`config.mk`:
```
export PLATFORM = sky130hd
export DESIGN_NAME = player_damage_flat
export DESIGN_NICKNAME = d
export VERILOG_FILES = /design/src/rtl/player_damage_if.sv /design/src/rtl/player_damage.sv /design/src/flat_wrapper.sv
export SDC_FILE = /design/constraint.sdc
export NUM_CORES = 1
export LEC_CHECK = 0
export CORE_MARGIN = 2
export CORE_UTILIZATION = 38
export DETAILED_ROUTE_END_ITERATION = 7
export PLACE_DENSITY = 0.85
export RECOVER_POWER = 50
export SYNTH_ARGS = -nofsm -noshare
export SYNTH_HDL_FRONTEND = slang
export SYNTH_SLANG_ARGS = --single-unit
```
`constraint.sdc`:
```
create_clock -name i_clk -period 2.49 [get_ports i_clk]
set_clock_uncertainty 0.05 [all_clocks]
set_input_delay 0.498 -clock i_clk [delete_from_list [all_inputs] [get_ports i_clk]]
set_output_delay 0.498 -clock i_clk [all_outputs]
set_load 0.01 [all_outputs]
```
`src/rtl/player_damage_if.sv`:
```
// Frame-rate bus between the bullet/player geometry sources and the damage block.
// slave = damage block side; master = the driver of positions and strobes.
interface player_damage_if;
  logic        i_ani_stb;
  logic        i_paused;
  logic [11:0] i_px1, i_px2, i_py1, i_py2;
  logic [11:0] i_bx1, i_bx2, i_by1, i_by2;
  logic        i_firing;
  logic        o_hit;
  logic [3:0]  o_lives;
  logic        o_invuln;
  logic        o_visible;
  logic        o_game_over;

  modport master (
    output i_ani_stb, i_paused, i_px1, i_px2, i_py1, i_py2,
           i_bx1, i_bx2, i_by1, i_by2, i_firing,
    input  o_hit, o_lives, o_invuln, o_visible, o_game_over
  );

  modport slave (
    input  i_ani_stb, i_paused, i_px1, i_px2, i_py1, i_py2,
           i_bx1, i_bx2, i_by1, i_by2, i_firing,
    output o_hit, o_lives, o_invuln, o_visible, o_game_over
  );
endinterface

```
`src/rtl/player_damage.sv`:
```
// Player hit detection: bullet/player box overlap per frame, life counter,
// blinking invulnerability window and sticky game-over. Outputs move one clk after the tick.
module player_damage #(
  parameter int LIVES         = 3,
  parameter int INVULN_FRAMES = 60,
  parameter int FLASH_PERIOD  = 8
) (
  input  logic           i_clk,
  input  logic           i_rst,
  player_damage_if.slave bus
);
  localparam int INV_W = $clog2(INVULN_FRAMES + 1);
  localparam int FL_W  = $clog2(FLASH_PERIOD + 1);

  typedef enum logic [1:0] {ALIVE, INVULN, DEAD} state_t;

  state_t           state_q, state_d;
  logic [3:0]       lives_q, lives_d;
  logic [INV_W-1:0] inv_cnt_q, inv_cnt_d;
  logic [FL_W-1:0]  flash_cnt_q, flash_cnt_d;
  logic             hit_q, hit_d;
  logic             visible_q, visible_d;
  logic             invuln_q, invuln_d;
  logic             game_over_q, game_over_d;

  logic tick;
  logic overlap;
  logic hit_qual;

  always_comb begin
    tick     = bus.i_ani_stb & ~bus.i_paused;
    // Strict compares: boxes that only share an edge are not a hit.
    overlap  = (bus.i_bx1 < bus.i_px2) & (bus.i_bx2 > bus.i_px1) &
               (bus.i_by1 < bus.i_py2) & (bus.i_by2 > bus.i_py1);
    hit_qual = tick & bus.i_firing & overlap & (state_q == ALIVE);

    state_d     = state_q;
    lives_d     = lives_q;
    inv_cnt_d   = inv_cnt_q;
    flash_cnt_d = flash_cnt_q;
    hit_d       = 1'b0;
    visible_d   = visible_q;
    invuln_d    = invuln_q;
    game_over_d = game_over_q;

    case (state_q)
      ALIVE: begin
        if (hit_qual) begin
          hit_d = 1'b1;
          if (lives_q > 4'd1) begin
            lives_d     = lives_q - 4'd1;
            inv_cnt_d   = INV_W'(INVULN_FRAMES);
            flash_cnt_d = '0;
            visible_d   = 1'b0;
            invuln_d    = 1'b1;
            state_d     = INVULN;
          end else begin
            lives_d     = 4'd0;
            visible_d   = 1'b0;
            game_over_d = 1'b1;
            state_d     = DEAD;
          end
        end
      end
      INVULN: begin
        if (tick) begin
          inv_cnt_d = inv_cnt_q - INV_W'(1);
          if (inv_cnt_q == INV_W'(1)) begin
            // Exit tick forces the sprite back on instead of flashing.
            flash_cnt_d = '0;
            visible_d   = 1'b1;
            invuln_d    = 1'b0;
            state_d     = ALIVE;
          end else if (flash_cnt_q == FL_W'(FLASH_PERIOD - 1)) begin
            flash_cnt_d = '0;
            visible_d   = ~visible_q;
          end else begin
            flash_cnt_d = flash_cnt_q + FL_W'(1);
          end
        end
      end
      DEAD: begin
        visible_d   = 1'b0;
        invuln_d    = 1'b0;
        game_over_d = 1'b1;
      end
      default: begin
        state_d = ALIVE;
      end
    endcase
  end

  always_ff @(posedge i_clk or posedge i_rst) begin
    if (i_rst) begin
      state_q     <= ALIVE;
      lives_q     <= 4'(LIVES);
      inv_cnt_q   <= '0;
      flash_cnt_q <= '0;
      hit_q       <= 1'b0;
      visible_q   <= 1'b1;
      invuln_q    <= 1'b0;
      game_over_q <= 1'b0;
    end else begin
      state_q     <= state_d;
      lives_q     <= lives_d;
      inv_cnt_q   <= inv_cnt_d;
      flash_cnt_q <= flash_cnt_d;
      hit_q       <= hit_d;
      visible_q   <= visible_d;
      invuln_q    <= invuln_d;
      game_over_q <= game_over_d;
    end
  end

  assign bus.o_hit       = hit_q;
  assign bus.o_lives     = lives_q;
  assign bus.o_invuln    = invuln_q;
  assign bus.o_visible   = visible_q;
  assign bus.o_game_over = game_over_q;
endmodule

```
`src/flat_wrapper.sv`:
```
// flat-port wrapper written by rule: the top's interface ports become plain ports
module player_damage_flat 
#(
  parameter int LIVES         = 3,
  parameter int INVULN_FRAMES = 60,
  parameter int FLASH_PERIOD  = 8
)
  (i_clk, i_rst, bus_i_ani_stb, bus_i_paused, bus_i_px1, bus_i_px2, bus_i_py1, bus_i_py2, bus_i_bx1, bus_i_bx2, bus_i_by1, bus_i_by2, bus_i_firing, bus_o_hit, bus_o_lives, bus_o_invuln, bus_o_visible, bus_o_game_over);
  player_damage_if bus_i ();
  input  logic i_clk;
  input  logic i_rst;
  input wire logic [$bits(bus_i.i_ani_stb)-1:0] bus_i_ani_stb;
  input wire logic [$bits(bus_i.i_paused)-1:0] bus_i_paused;
  input wire logic [$bits(bus_i.i_px1)-1:0] bus_i_px1;
  input wire logic [$bits(bus_i.i_px2)-1:0] bus_i_px2;
  input wire logic [$bits(bus_i.i_py1)-1:0] bus_i_py1;
  input wire logic [$bits(bus_i.i_py2)-1:0] bus_i_py2;
  input wire logic [$bits(bus_i.i_bx1)-1:0] bus_i_bx1;
  input wire logic [$bits(bus_i.i_bx2)-1:0] bus_i_bx2;
  input wire logic [$bits(bus_i.i_by1)-1:0] bus_i_by1;
  input wire logic [$bits(bus_i.i_by2)-1:0] bus_i_by2;
  input wire logic [$bits(bus_i.i_firing)-1:0] bus_i_firing;
  output wire logic [$bits(bus_i.o_hit)-1:0] bus_o_hit;
  output wire logic [$bits(bus_i.o_lives)-1:0] bus_o_lives;
  output wire logic [$bits(bus_i.o_invuln)-1:0] bus_o_invuln;
  output wire logic [$bits(bus_i.o_visible)-1:0] bus_o_visible;
  output wire logic [$bits(bus_i.o_game_over)-1:0] bus_o_game_over;
  assign bus_i.i_ani_stb = bus_i_ani_stb;
  assign bus_i.i_paused = bus_i_paused;
  assign bus_i.i_px1 = bus_i_px1;
  assign bus_i.i_px2 = bus_i_px2;
  assign bus_i.i_py1 = bus_i_py1;
  assign bus_i.i_py2 = bus_i_py2;
  assign bus_i.i_bx1 = bus_i_bx1;
  assign bus_i.i_bx2 = bus_i_bx2;
  assign bus_i.i_by1 = bus_i_by1;
  assign bus_i.i_by2 = bus_i_by2;
  assign bus_i.i_firing = bus_i_firing;
  assign bus_o_hit = bus_i.o_hit;
  assign bus_o_lives = bus_i.o_lives;
  assign bus_o_invuln = bus_i.o_invuln;
  assign bus_o_visible = bus_i.o_visible;
  assign bus_o_game_over = bus_i.o_game_over;
  player_damage #(.LIVES(LIVES), .INVULN_FRAMES(INVULN_FRAMES), .FLASH_PERIOD(FLASH_PERIOD)) u_core (.i_clk(i_clk), .i_rst(i_rst), .bus(bus_i));
endmodule
```
# Word-level counts from Yosys, hierarchy flattened
# Cells that the tools add are included.
[word_totals] ff_bits=20 in_bits=101 elab_cells=77
[op_classes] n_addsub=3 n_lt_le_gt_ge=5 n_eq_ne=10 n_mux=31 bitwise=10 n_reduce_logical=10
[ops] cell="$gt 12x12->1" n=2
[ops] cell="$lt 12x12->1" n=2
[ops] cell="$mux 4" n=6
[ops] cell="$mux 6" n=3
[ops] cell="$mux 1" n=12
[ops] cell="$pmux 6 s2" n=1
[ops] cell="$reduce_and 4->1" n=3
[ops] cell="$mux 2" n=4
[ops] cell="$pmux 4 s2" n=1
[ops] cell="$and 1x1->1" n=7
[ops] cell="$eq 6x1->1 const B" n=1
[ops] cell="$ne 2x1->1 const B" n=3
[ops] cell="$pmux 1 s3" n=2
[ops] cell="$pmux 2 s3" n=1
[ops] cell="$sub 6x1->6 const B" n=1
[ops] cell="$reduce_and 5->1" n=1
[ops] cell="$add 4x1->4 const B" n=1
[ops] cell="$eq 4x3->1 const B" n=1
[ops] cell="$gt 4x1->1 const B" n=1
[ops] cell="$ne 2x2->1 const B" n=2
[ops] cell="$reduce_bool 2->1" n=2
[ops] cell="$sub 4x1->4 const B" n=1
[ops] cell="$ne 3x1->1 const B" n=1
[ops] cell="$not 1->1" n=3
[ops] cell="7 further kinds" n=7

# Longest topological paths before layout
[logic_depth] ltp_word=8 depth_mapped=10 mapped_depth_nobuf=9

# Least setup slack after synthesis
# No wires, ideal clock.
[synth_timing] path_kind="input port to flip-flop" startpoint="input bus_i_px2[11]" endpoint="register u_core.flash_cnt_q[0]" t_arrival_ns=2.633 required_time_ns=2.315 path_slack_ns=-0.318 cell_stages=9 cell_sequence="inv_1 ha_1 a22oi_1 nand4_1 nor4_1 o311ai_1 o41a_1 a211oi_4 mux2_4"
[synth_via] elab_chain_len=8
[synth_rtl] element="start, declared" line="flat_wrapper.sv:15" rtl="input wire logic [$bits(bus_i.i_px2)-1:0] bus_i_px2;"
[synth_rtl] element="$lt 12x12->1" line="player_damage.sv:33" rtl="overlap = (bus.i_bx1 < bus.i_px2) & (bus.i_bx2 > bus.i_px1) &"
[synth_rtl] element="$and 1x1->1 (2 in a row)" line="player_damage.sv:33"
[synth_rtl] element="$and 1x1->1" line="player_damage.sv:34" rtl="(bus.i_by1 < bus.i_py2) & (bus.i_by2 > bus.i_py1);"
[synth_rtl] element="$and 1x1->1 (2 in a row)" line="player_damage.sv:35" rtl="hit_qual = tick & bus.i_firing & overlap & (state_q == ALIVE);"
[synth_rtl] element="$ne 2x1->1 (no line)"
[synth_rtl] element="$reduce_and 4->1 (no line)"
[synth_rtl] element="end signal, assigned" line="player_damage.sv:107" rtl="flash_cnt_q <= flash_cnt_d;"
[synth_rtl] element="end, declared" line="player_damage.sv:20" rtl="logic [FL_W-1:0] flash_cnt_q, flash_cnt_d;"
# No other way between the ends.
# A chain may end at the register's enable or synchronous reset.

# Worst setup path after layout
[layout_timing] startpoint="input bus_i_px2[11]" endpoint="register u_core.flash_cnt_q[1]"
# The elaborated chain is that of the path after synthesis.

==> key figures <==
Status
  – Run status: complete, but fails checks
  – Violations in the final reports: setup timing

Drt
  – Average vias per placed instance: around 5.8
  – Routed Wire Length: 10100 um
  – DRC marker count from the first detailed-route iteration: approximately 190
  – Vias: around 3000
  – DRC violations left: 0
  – Wire per inst: 19.7 um
  – ANT nets after route: 0
  – Detailed-router iteration count before antenna repair: 4

STA
  – Final-report setup violation count: 15
  – RSZ-0062 raised after global routing: yes
  – Minimum clock period after layout: about 2700 ps
  – Number of failing hold endpoints at the final stage: 0
  – Post-route clock period utilization: 1.10
  – WHS: between 400 and 500 ps
  – Highest attainable clock frequency: 366 MHz
  – Rel. slew slack: 0.464
  – Count of pins over their slew limit: 0
  – Final setup slack of the worst path: -241 ps
  – Tightest Pin Transition: between 800 and 900 ps

Finish
  – Area of the multi-input gates: approximately 0.0024 mm^2
  – Layout cell share with drive strength beyond 1: 0.508
  – Count of antenna diodes in the layout: 0
  – Footprint of the flip-flops and latches: 504 um^2
  – Final std cell area, no fill: between 0.004 and 0.005 mm^2
  – Net total in the final layout: slightly below 600
  – Area delta synth->final: 91.3%
  – FILL cells: approximately 400

Floorplanning
  – IO Count: 109
  – Core box area: ~0.006 mm^2
  – Die extent in x: ~82 um
  – Die Outline Area: 0.00680 mm^2
  – Placement row count: 28
  – Initial Utilization: 0.395
  – Die Span Y: between 80 and 90 um

Placement
  – Routability congestion estimate from global placement: between 0.8 and 0.9
  – Number of input and output port buffers inserted: 108
  – DP HPWL: 5910 um
  – Placement Cell Area: 0.00377 mm^2

Synthesis
  – Sequential share of the synthesized area: 0.215
  – Cell count after synthesis: about 290
  – Synthesized area: ~0.0023 mm^2
  – Syn nets: ~440
  – Total of warnings raised by yosys: 0
  – Unique masters post-synth: 42
  – Average cell area after synthesis: 8.16 um^2
  – Register bit count reported by yosys: 20

Clock tree
  – TritonCTS clock tree: yes
  – Clk Tree Root Cell: clkbuf_8
  – Later-pin clock latency in the skew report: between 200 and 300 ps
  – Number of buffers inserted for hold repair after clock tree synthesis: 0
  – Sinks on Clock Net: 20
  – Largest buffer count on any clock path: 2
  – Clock buffer count from CTS: 3
  – Htree depth: 1
  – Clock transition at the register clock pins on the worst setup and hold paths after CTS: 80 ps

Critical path
  – Worst endpoint required time: about 2600 ps
  – Ordered cell list for the critical path: buf_6 -> inv_4 -> ha_4 -> a22oi_2 -> nand4_1 -> nor4_4 -> o311ai_2 -> o41a_1 -> a211oi_4 -> buf_6 -> mux2i_1
  – Data arrival at the endpoint of the critical path: 2860 ps
  – Type of the setup path with the least slack: in2reg
  – Worst path max stage delay: about 490 ps
  – Most used cell, CP: buf_6
  – Sort of element at the end of the critical path: register
  – Master of the slowest instance on the critical path: o41a_1
  – Startpoint kind of the worst setup timing path: input pin
  – Flop-to-flop setup slack: -70 ps
  – Largest fanout on the critical path: 4

Power and ir drop
  – Static leakage: about 2 nW
  – Maximum resistive drop on vdd: between 0.0003 and 0.0004 V
  – Power Density: 490 mW/mm^2

Global route
  – Busiest layer in global routing: met2
  – GRT met1 Usage: 0.236
  – Global routing usage summed across all routing layers: 0.277
  – GR Util met3: 0.0641
  – GR Overflow Total: 0
  – Vias in the first global route: 3176
  – Global-route wire length before repair: ~14000 um
  – Maximum number of pins on one net before global-route repair: 21
  – Antenna violations before repair: 0
  – Met2 usage: 0.556

Run
  – Number of maximum-capacitance violations: 0

Hold path
  – Tightest Hold Check Type: reg2reg
## final timing paths
path | depth (start not counted) | start | end
worst max-delay path | 11 | bus_i_px2[11] | u_core.flash_cnt_q[1]
worst min-delay path | 2 | u_core.bus.o_game_over | u_core.bus.o_game_over
worst max register to register | 9 | u_core.bus.o_lives[0] | u_core.flash_cnt_q[1]
worst min register to register | 2 | u_core.bus.o_game_over | u_core.bus.o_game_over
max in group asynchronous | 2 | i_rst | u_core.inv_cnt_q[2]
min in group asynchronous | 2 | i_rst | u_core.inv_cnt_q[3]
## synth_stat cells (all sizes together)
master   number  area (um^2)
o41ai         1         8.76
a2111oi       2         17.5
o31ai         2         15.0
a211oi        6         57.6
nand4        10         62.6
and2b         1         7.51
a21oi        13         65.1
nand3        11         55.1
o41a          1         11.3
a41o          1         10.0
o21a          2         15.0
mux2          4         48.8
clkbuf        1         3.75
inv          58          218
nor3          4         20.0
nor4          5         31.3
a21boi        1         7.51
a22oi         1         7.51
or4           1         7.51
o211ai        5         37.5
a21o          2         15.0
o21ai        18         90.1
o221ai        1         8.76
ha           55          688
and2          3         18.8
nor3b         1         7.51
dfstp         3         78.8
nand2b        3         18.8
dfrtp        17          425
o31a          1         8.76
buf           1         7.51
a2bb2oi       3         26.3
or2           3         18.8
nor2b         5         31.3
nand2        19         71.3
a32o          2         20.0
mux2i         3         30.0
nor2         16         60.1
o311ai        1         8.76
## state kept, by name, indices dropped and copies added, names as in the netlist
signal	cells
u_core.bus.o_game_over	1
u_core.flash_cnt_q	4
u_core.bus.o_hit	1
u_core.inv_cnt_q	6
u_core.bus.o_invuln	1
u_core.bus.o_visible	1
u_core.state_q	2
u_core.bus.o_lives	4
## logic make-up (layout without fill, tap and decap cells)
| group | Yosys count | after routing | share of synthesized area |
|---|---|---|---|
| compound gates | 63 | 63 | 0.184 |
| flops | 20 | 20 | 0.215 |
| buf+inv | 60 | 212 | 0.0978 |
| fa+ha+maj | 55 | 55 | 0.294 |
| simple gates | 82 | 82 | 0.175 |
| mux | 7 | 7 | 0.0337 |
## metrics by stage
stage / power (mW) / worst slack (ps) / TNS (ps) / instances / util
final: 2.19 / -241 / -1990 / 514 / 0.756
after global routing: 2.30 / -326 / -3120 / 514 / 0.756
after CTS: 1.99 / -222 / -1690 / 504 / 0.728
after detailed placement: 1.54 / -1120 / -16040 / 490 / 0.637
after global placement: 1.49 / -778 / -12980 / 490 / 0.637
after floorplan: 1.07 / -80.1 / -80.7 / 287 / -
## layout by cell type, fill, tap and decap left out, drive strengths merged, types with 3 or more instances in the layout
| master | netlist | layout |
|---|---|---|
| a21oi | 13 | 13 |
| clkdlybuf4s50 | 0 | 16 |
| mux2i | 3 | 3 |
| nor3 | 4 | 4 |
| nand3 | 11 | 11 |
| nand2b | 3 | 3 |
| dlygate4sd2 | 0 | 17 |
| dfrtp | 17 | 17 |
| ha | 55 | 55 |
| and2 | 3 | 3 |
| a211oi | 6 | 6 |
| nand2 | 19 | 19 |
| dfstp | 3 | 3 |
| o21ai | 18 | 18 |
| buf | 1 | 55 |
| nor4 | 5 | 5 |
| nor2b | 5 | 5 |
| dlymetal6s2s | 0 | 4 |
| mux2 | 4 | 4 |
| clkdlybuf4s15 | 0 | 24 |
| a2bb2oi | 3 | 3 |
| inv | 58 | 58 |
| clkbuf | 1 | 37 |
| o211ai | 5 | 5 |
| nand4 | 10 | 10 |
| or2 | 3 | 3 |
| nor2 | 16 | 16 |
## worst max-delay path, delay by kind of cell
family	cells	cell delay, ps
compound gates	4	1140
fa+ha+maj	1	200
buf+inv	3	310
mux	1	230
simple gates	2	470
## per-layer routing
metal  vias to the layer above  part of all wire
met4                         0             0.080
li1                       1312                 -
met3                        66             0.080
met2                       193              0.51
met1                      1386              0.33
met5                         -                 0
## report_power, final
| group | total, mW | internal (mW) | switching (mW) | leakage (nW) |
|---|---|---|---|---|
| sequential | 0.480 | 0.406 | 0.0733 | 0.238 |
| combinational | 1.48 | 0.734 | 0.748 | 1.72 |
| clock | 0.231 | 0.114 | 0.117 | 0.0228 |
## timing repair
| action | 4_1_cts | 5_1_grt |
|---|---|---|
| pin swaps | 62 | 60 |
| setup endpoints to repair | 20 | 19 |
| resized for setup | 240 | 122 |
| setup buffers | 11 | 13 |
## cell type report
type,count,share of cell area
clock buffer,4,0.0101
inverter,58,0.0503
multi-input combinational,207,0.538
sequential,20,0.113
tap,75,0.0210
timing repair buffer,150,0.268
No activity file was read; power rests on OpenSTA's default activity.
